## src/rtl/mdr_pkg.sv

```systemverilog
// Shared types for the MDR host-side command sequencer.
package mdr_pkg;

  localparam int unsigned MDR_DW = 16;

  typedef enum logic [1:0] {
    OP_MUL  = 2'd0,
    OP_DIV  = 2'd1,
    OP_SQRT = 2'd2,
    OP_RSVD = 2'd3
  } mdr_op_e;

  typedef enum logic [2:0] {
    ST_IDLE,
    ST_START,
    ST_WAIT_X,
    ST_LD_X,
    ST_WAIT_Y,
    ST_LD_Y,
    ST_WAIT_RDY,
    ST_RESP
  } mdr_state_e;

endpackage

```

## src/rtl/mdr_watchdog.sv

```systemverilog
// Per-wait-state cycle counter; expire is high during the LIMIT-th cycle of a wait.
module mdr_watchdog #(
  parameter int unsigned LIMIT = 254
) (
  input  logic clk,
  input  logic rst,
  input  logic clr,
  input  logic en,
  output logic expire
);

  localparam int unsigned CW = $clog2(LIMIT + 1);

  logic [CW-1:0] cnt;

  always_ff @(posedge clk) begin
    if (rst || clr) begin
      cnt <= '0;
    end else if (en) begin
      cnt <= cnt + 1'b1;
    end
  end

  assign expire = en && (cnt == CW'(LIMIT - 1));

endmodule

```

## src/rtl/mdr_cmd_seq.sv

```systemverilog
// Host-side sequencer: takes one (op, x, y) command, walks the MDR load
// protocol, and returns result/remainder/error/timeout on a response channel.
module mdr_cmd_seq
  import mdr_pkg::*;
#(
  parameter int unsigned DW      = MDR_DW,
  parameter int unsigned TIMEOUT = 255
) (
  input  logic          clk,
  input  logic          rst,
  input  logic          cmd_valid,
  output logic          cmd_ready,
  input  logic [1:0]    cmd_op,
  input  logic [DW-1:0] cmd_x,
  input  logic [DW-1:0] cmd_y,
  output logic          rsp_valid,
  input  logic          rsp_ready,
  output logic [DW-1:0] rsp_result,
  output logic [DW-1:0] rsp_remainder,
  output logic          rsp_error,
  output logic          rsp_timeout,
  output logic          mdr_start,
  output logic          mdr_load,
  output logic [1:0]    mdr_op,
  output logic [DW-1:0] mdr_data,
  input  logic          mdr_error,
  input  logic          mdr_load_x,
  input  logic          mdr_load_y,
  input  logic          mdr_ready,
  input  logic [DW-1:0] mdr_result,
  input  logic [DW-1:0] mdr_reminder
);

  mdr_state_e    state, next_state;
  mdr_op_e       op_q;
  logic [DW-1:0] x_q, y_q;

  logic          cmd_fire, cmd_rsvd, in_wait, wd_expire;
  logic          cap_en, cap_err_n, cap_to_n;
  logic [DW-1:0] cap_res_n, cap_rem_n;
  logic          cap_err, cap_to;
  logic [DW-1:0] cap_res, cap_rem;

  assign cmd_fire = cmd_valid && cmd_ready;
  assign cmd_rsvd = (mdr_op_e'(cmd_op) == OP_RSVD);
  assign in_wait  = (state == ST_WAIT_X) || (state == ST_WAIT_Y) || (state == ST_WAIT_RDY);

  // Response flags trail RESP entry by a cycle, so expire one cycle early.
  mdr_watchdog #(.LIMIT(TIMEOUT - 1)) u_wd (
    .clk    (clk),
    .rst    (rst),
    .clr    (!in_wait),
    .en     (in_wait),
    .expire (wd_expire)
  );

  always_ff @(posedge clk) begin
    if (rst) state <= ST_IDLE;
    else     state <= next_state;
  end

  always_comb begin
    next_state = state;
    cap_en     = 1'b0;
    cap_res_n  = '0;
    cap_rem_n  = '0;
    cap_err_n  = 1'b0;
    cap_to_n   = 1'b0;
    unique case (state)
      ST_IDLE: if (cmd_fire) next_state = ST_START;
      // Reserved op idles through START (no pulse) before rejecting.
      ST_START: begin
        if (op_q == OP_RSVD) begin
          next_state = ST_RESP;
          cap_en     = 1'b1;
          cap_err_n  = 1'b1;
        end else begin
          next_state = ST_WAIT_X;
        end
      end
      ST_WAIT_X, ST_WAIT_Y, ST_WAIT_RDY: begin
        if (mdr_error || ((state == ST_WAIT_RDY) && mdr_ready)) begin
          next_state = ST_RESP;
          cap_en     = 1'b1;
          cap_res_n  = mdr_result;
          cap_rem_n  = mdr_reminder;
          cap_err_n  = mdr_error;
        end else if ((state == ST_WAIT_X) && mdr_load_x) begin
          next_state = ST_LD_X;
        end else if ((state == ST_WAIT_Y) && mdr_load_y) begin
          next_state = ST_LD_Y;
        end else if (wd_expire) begin
          next_state = ST_RESP;
          cap_en     = 1'b1;
          cap_to_n   = 1'b1;
        end
      end
      ST_LD_X: next_state = (op_q == OP_SQRT) ? ST_WAIT_RDY : ST_WAIT_Y;
      ST_LD_Y: next_state = ST_WAIT_RDY;
      ST_RESP: if (rsp_valid && rsp_ready) next_state = ST_IDLE;
      default: next_state = ST_IDLE;
    endcase
  end

  always_ff @(posedge clk) begin
    if (rst) begin
      op_q          <= OP_MUL;
      x_q           <= '0;
      y_q           <= '0;
      cap_res       <= '0;
      cap_rem       <= '0;
      cap_err       <= 1'b0;
      cap_to        <= 1'b0;
      cmd_ready     <= 1'b1;
      rsp_valid     <= 1'b0;
      rsp_result    <= '0;
      rsp_remainder <= '0;
      rsp_error     <= 1'b0;
      rsp_timeout   <= 1'b0;
      mdr_start     <= 1'b0;
      mdr_load      <= 1'b0;
      mdr_op        <= '0;
      mdr_data      <= '0;
    end else begin
      if (cmd_fire) begin
        op_q <= mdr_op_e'(cmd_op);
        x_q  <= cmd_x;
        y_q  <= cmd_y;
      end

      cmd_ready <= (next_state == ST_IDLE);
      mdr_start <= (state == ST_IDLE) && cmd_fire && !cmd_rsvd;
      mdr_load  <= (next_state == ST_LD_X) || (next_state == ST_LD_Y);

      if (next_state == ST_LD_X)      mdr_data <= x_q;
      else if (next_state == ST_LD_Y) mdr_data <= y_q;

      if (next_state == ST_IDLE)                          mdr_op <= '0;
      else if ((state == ST_IDLE) && cmd_fire && !cmd_rsvd) mdr_op <= cmd_op;

      if (cap_en) begin
        cap_res <= cap_res_n;
        cap_rem <= cap_rem_n;
        cap_err <= cap_err_n;
        cap_to  <= cap_to_n;
      end

      if (state == ST_RESP) begin
        if (!rsp_valid) begin
          rsp_valid     <= 1'b1;
          rsp_result    <= cap_res;
          rsp_remainder <= cap_rem;
          rsp_error     <= cap_err;
          rsp_timeout   <= cap_to;
        end else if (rsp_ready) begin
          rsp_valid     <= 1'b0;
          rsp_result    <= '0;
          rsp_remainder <= '0;
          rsp_error     <= 1'b0;
          rsp_timeout   <= 1'b0;
        end
      end
    end
  end

endmodule

```

## config.mk

```make
export PLATFORM = sky130hd
export DESIGN_NAME = mdr_cmd_seq
export DESIGN_NICKNAME = d
export VERILOG_FILES = /design/src/rtl/mdr_pkg.sv /design/src/rtl/mdr_watchdog.sv /design/src/rtl/mdr_cmd_seq.sv
export SDC_FILE = /design/constraint.sdc
export NUM_CORES = 1
export LEC_CHECK = 0
export CORE_ASPECT_RATIO = 1.4
export CORE_UTILIZATION = 52
export DETAILED_ROUTE_END_ITERATION = 8
export GPL_ROUTABILITY_DRIVEN = 1
export HOLD_SLACK_MARGIN = 0.06
export PLACE_DENSITY = 0.88
export SYNTH_ARGS = -nofsm -noshare
export SYNTH_HDL_FRONTEND = slang
export SYNTH_SLANG_ARGS = --single-unit
```

## constraint.sdc

```tcl
create_clock -name clk -period 5.9 [get_ports clk]
set_clock_uncertainty 0.15 [all_clocks]
set_input_delay 1.18 -clock clk [delete_from_list [all_inputs] [get_ports clk]]
set_output_delay 1.18 -clock clk [all_outputs]
set_load 0.01 [all_outputs]
```

==> impl_metrics.csv <==
group,metric,value,unit
power_and_ir_drop,p_sw_share,28.63,%
worst_setup_path,worstPathCellList,"clkdlybuf4s50_1 -> a41oi_1 -> nor3_4 -> buf_4 -> nor3_2 -> buf_4 -> a22oi_1 -> nor2_1",
power_and_ir_drop,pwr-share-comb,21.7,%
yosys,synth-seq-cells,135,
detailed_routing,wl,12830,um
floorplanning,fp.dieW,85.18,um
yosys,synth_warnings,0,
detailed_routing,drc_errors,0,
timing,tightest_slew,1.123,ns
yosys,syn-instance-count,540,
yosys,syn-cell-area,5037,um^2
clock_tree,cts_hold_buf,0,
final_layout,design_area,6979,um^2
clock_tree,cts.sinks,135,
power_and_ir_drop,clkPwrFrac,39.7,%
clock_tree,numCtsBuffers,17,
worst_setup_path,r2r_setup_slack,3.08,ns
worst_setup_path,worst-setup-path-type,"in -> reg",
clock_tree,postCtsSetupBuffers,0,
timing,setup_viol,0,
worst_setup_path,worstPathMaxFanout,34,
final_layout,synthToLayoutAreaGrowth,38.55,%
min_path,min-delay-path-class,"reg -> reg",
detailed_routing,route.vias.total,4397,
floorplanning,die_h,118.5,um
clock_tree,clk_latency,0.42,ns
yosys,postSynthAreaPerCell,9.328,um^2
yosys,ys_seq_area_share,53.65,%
detailed_routing,post_drt_wl_per_cell,16.55,um
power_and_ir_drop,p_total,2.893,mW
floorplanning,start_util,53.25,%
place,place_congestion,0.7987,
yosys,synth_edf_count,0,
worst_setup_path,r2r_start,"state[0]",
worst_setup_path,crit_family,"buffers and inverters",
floorplanning,fp-row-count,42,
clock_tree,cts_tree,"yes",
power_and_ir_drop,pwr-share-seq,38.5,%
power_and_ir_drop,p_per_area,414.6,nW/um^2
yosys,ys_types,53,
worst_setup_path,crit_slowest_cell,"clkdlybuf4s50_1",
grt,grt_util_all_layers,26.19,%
final_layout,drive_above_1_share,7.669,%
worst_setup_path,cp-startpoint,"mdr_error",
worst_setup_path,crit_end,"cap_rem[7]",
place,dp_hpwl,8205,um
worst_setup_path,cp_data_arrival_time,3.35,ns
final_layout,diodes,0,
run,maxCapViolCount,0,
detailed_routing,drt_pass1_iterations,5,
timing,period_minus_slack,3.165,ns
worst_setup_path,r2r_cells,8,
place,io_buffer_count,129,
timing,tns,0,ns
clock_tree,cts.clk_slew.worst_paths,0.06,ns
final_layout,utilization,73.78,%
power_and_ir_drop,vdd_ir_drop_max,0.2467,mV
power_and_ir_drop,p_int,2.065,mW
timing,max_freq,316.0,MHz
timing,fin_crit_sh,53.64,%
floorplanning,core_area,9459,um^2
timing,max_slew_margin,25.14,%
power_and_ir_drop,p_sw,828.4,uW
worst_setup_path,cp.required,6.08,ns
worst_setup_path,cp_common_cell,"buf_4",
detailed_routing,viasPerCell,5.674,
timing,hold_violations,0,
floorplanning,die-area,10090,um^2
grt,grt_pass1_wl,20840,um
floorplanning,io_pins,130,
worst_setup_path,start_kind,"primary input",
grt,grt_antenna_before_repair,0,
worst_setup_path,cp.depth,8,
yosys,synth_nets,616,
outcome,outcome,"complete, no violations",
yosys,ys.flop_type,"dfxtp_1",
worst_setup_path,slowest_delay,0.51,ns
yosys,synthArstFlopShare,0,%
place,placed_cell_area,6334,um^2
clock_tree,cts_max_level,4,
worst_setup_path,cp_num_buf_inv,3,
clock_tree,clock-root-buffer,"clkbuf_16",
grt,first_global_vias,4427,
detailed_routing,antenna_left,0,
detailed_routing,drt-initial-drc-count,207,
grt,grt_overflow,0,
timing,rsz0062_at_grt,"false",
worst_setup_path,critPathCaptureType,"flip-flop",
grt,grt_max_degree,112,
final_layout,finalNetCount,728,
power_and_ir_drop,power_leakage,2.605,nW
clock_tree,cts_max_path_buffers,2,
clock_tree,ctsResizeCount,0,
timing,maxSlewViolCount,0,
worst_setup_path,reg2reg_to,"cap_rem[7]",
## power groups by stage
stage / Sequential (mW) / Clock (mW) / Combinational (mW)
4_1_cts: 1.11 / 1.16 / 0.632
3_3_place_gp: 1.12 / 0 / 0.608
3_5_place_dp: 1.13 / 0 / 0.627
5_1_grt: 1.13 / 1.20 / 0.688
6_report: 1.11 / 1.15 / 0.629
2_1_floorplan: 1.10 / 0 / 0.473
## layout make-up
cell class                      instances  area (um^2)
Clock buffer                           21        450.4
Sequential cell                       135         2703
Multi-Input combinational cell        359         2148
Clock inverter                         11        195.2
Timing Repair Buffer                  134         1326
Inverter                                5        18.77
Tap cell                              110        137.6
Fill cell                             636         2480
## metal layers
layer	wire, um	global-route usage [%]	vias up
li1	-	-	2114
met1	5154	29.69	2102
met2	6544	45.01	161
met3	914	8.939	20
met4	213	9.746	0
met5	0	0	-
## through the flow
stage	hold WS, ns	setup slack (ns)	cells
3_5_place_dp	0.2992	2.346	743
3_3_place_gp	0.2916	2.422	743
5_1_grt	0.3291	2.588	775
2_1_floorplan	0.2857	3.004	540
4_1_cts	0.3096	2.731	775
6_report	0.3073	2.735	775
## tightest hold or removal path: stages, from the launching register on
cell and delay (ns):
dfxtp_1 0.31, nand2_1 0.05, a21oi_1 0.05
## registers in the layout (all words and copies together), names as in the netlist, 2 cells and up
| register | flops |
|---|---|
| cap_rem | 16 |
| cap_res | 16 |
| mdr_data | 16 |
| rsp_remainder | 16 |
| rsp_result | 16 |
| x_q | 16 |
| y_q | 16 |
| u_wd.cnt | 8 |
| state | 3 |
| mdr_op | 2 |
| op_q | 2 |
## worst min path at each step
stage	from	end	slack [ns]	cells after the start
6_report	y_q[11]	y_q[11]	0.31	2
5_1_grt	y_q[6]	y_q[6]	0.33	2
4_1_cts	y_q[11]	y_q[11]	0.31	2
3_5_place_dp	x_q[13]	x_q[13]	0.30	2
3_3_place_gp	x_q[6]	x_q[6]	0.29	2
2_1_floorplan	x_q[0]	x_q[0]	0.29	2
## cell families after synthesis
logic type               share of synthesized area [%]
adder cells (fa/ha/maj)                         0.4967
buffers and inverters                            3.999
AO/OA/AOI/OAI                                    19.35
multiplexers                                     3.850
AND/OR/NAND/NOR                                  17.61
XOR/XNOR                                         1.043
flip-flops                                       53.65
## Yosys cell counts, drive strengths merged, types with 2 or more instances
cell type | count | share of area [%]
a211oi | 2 | 0.40
a21oi | 39 | 4.1
a22oi | 67 | 10
and3 | 5 | 0.72
and4 | 4 | 0.75
buf | 14 | 1.6
clkbuf | 27 | 2.0
dfxtp | 135 | 54
ha | 2 | 0.50
inv | 5 | 0.37
mux2i | 17 | 3.6
nand2 | 70 | 5.2
nand2b | 3 | 0.52
nand3 | 6 | 0.60
nand3b | 3 | 0.70
nand4 | 3 | 0.37
nor2 | 90 | 6.7
nor3 | 3 | 0.40
nor3b | 3 | 0.45
o21ai | 3 | 0.30
o2bb2ai | 16 | 2.8
xnor2 | 4 | 0.70
xor2 | 2 | 0.35
## cells in the final DEF, fill, tap and decap left out, types with 3 or more instances in the layout
master and instances:
nand3_1 6, bufinv_16 5, nand4_1 3, and3_1 4, dfxtp_1 135, a21oi_1 38
xnor2_1 4, clkbuf_1 3, nor2_1 90, nor3b_1 3, clkdlybuf4s50_1 128, buf_4 6
clkinv_4 3, mux2i_1 16, nand2_1 70, o2bb2ai_1 16, a22oi_1 67, clkbuf_16 17
inv_1 4, and4_1 3
No activity file was read; power rests on OpenSTA's default activity.
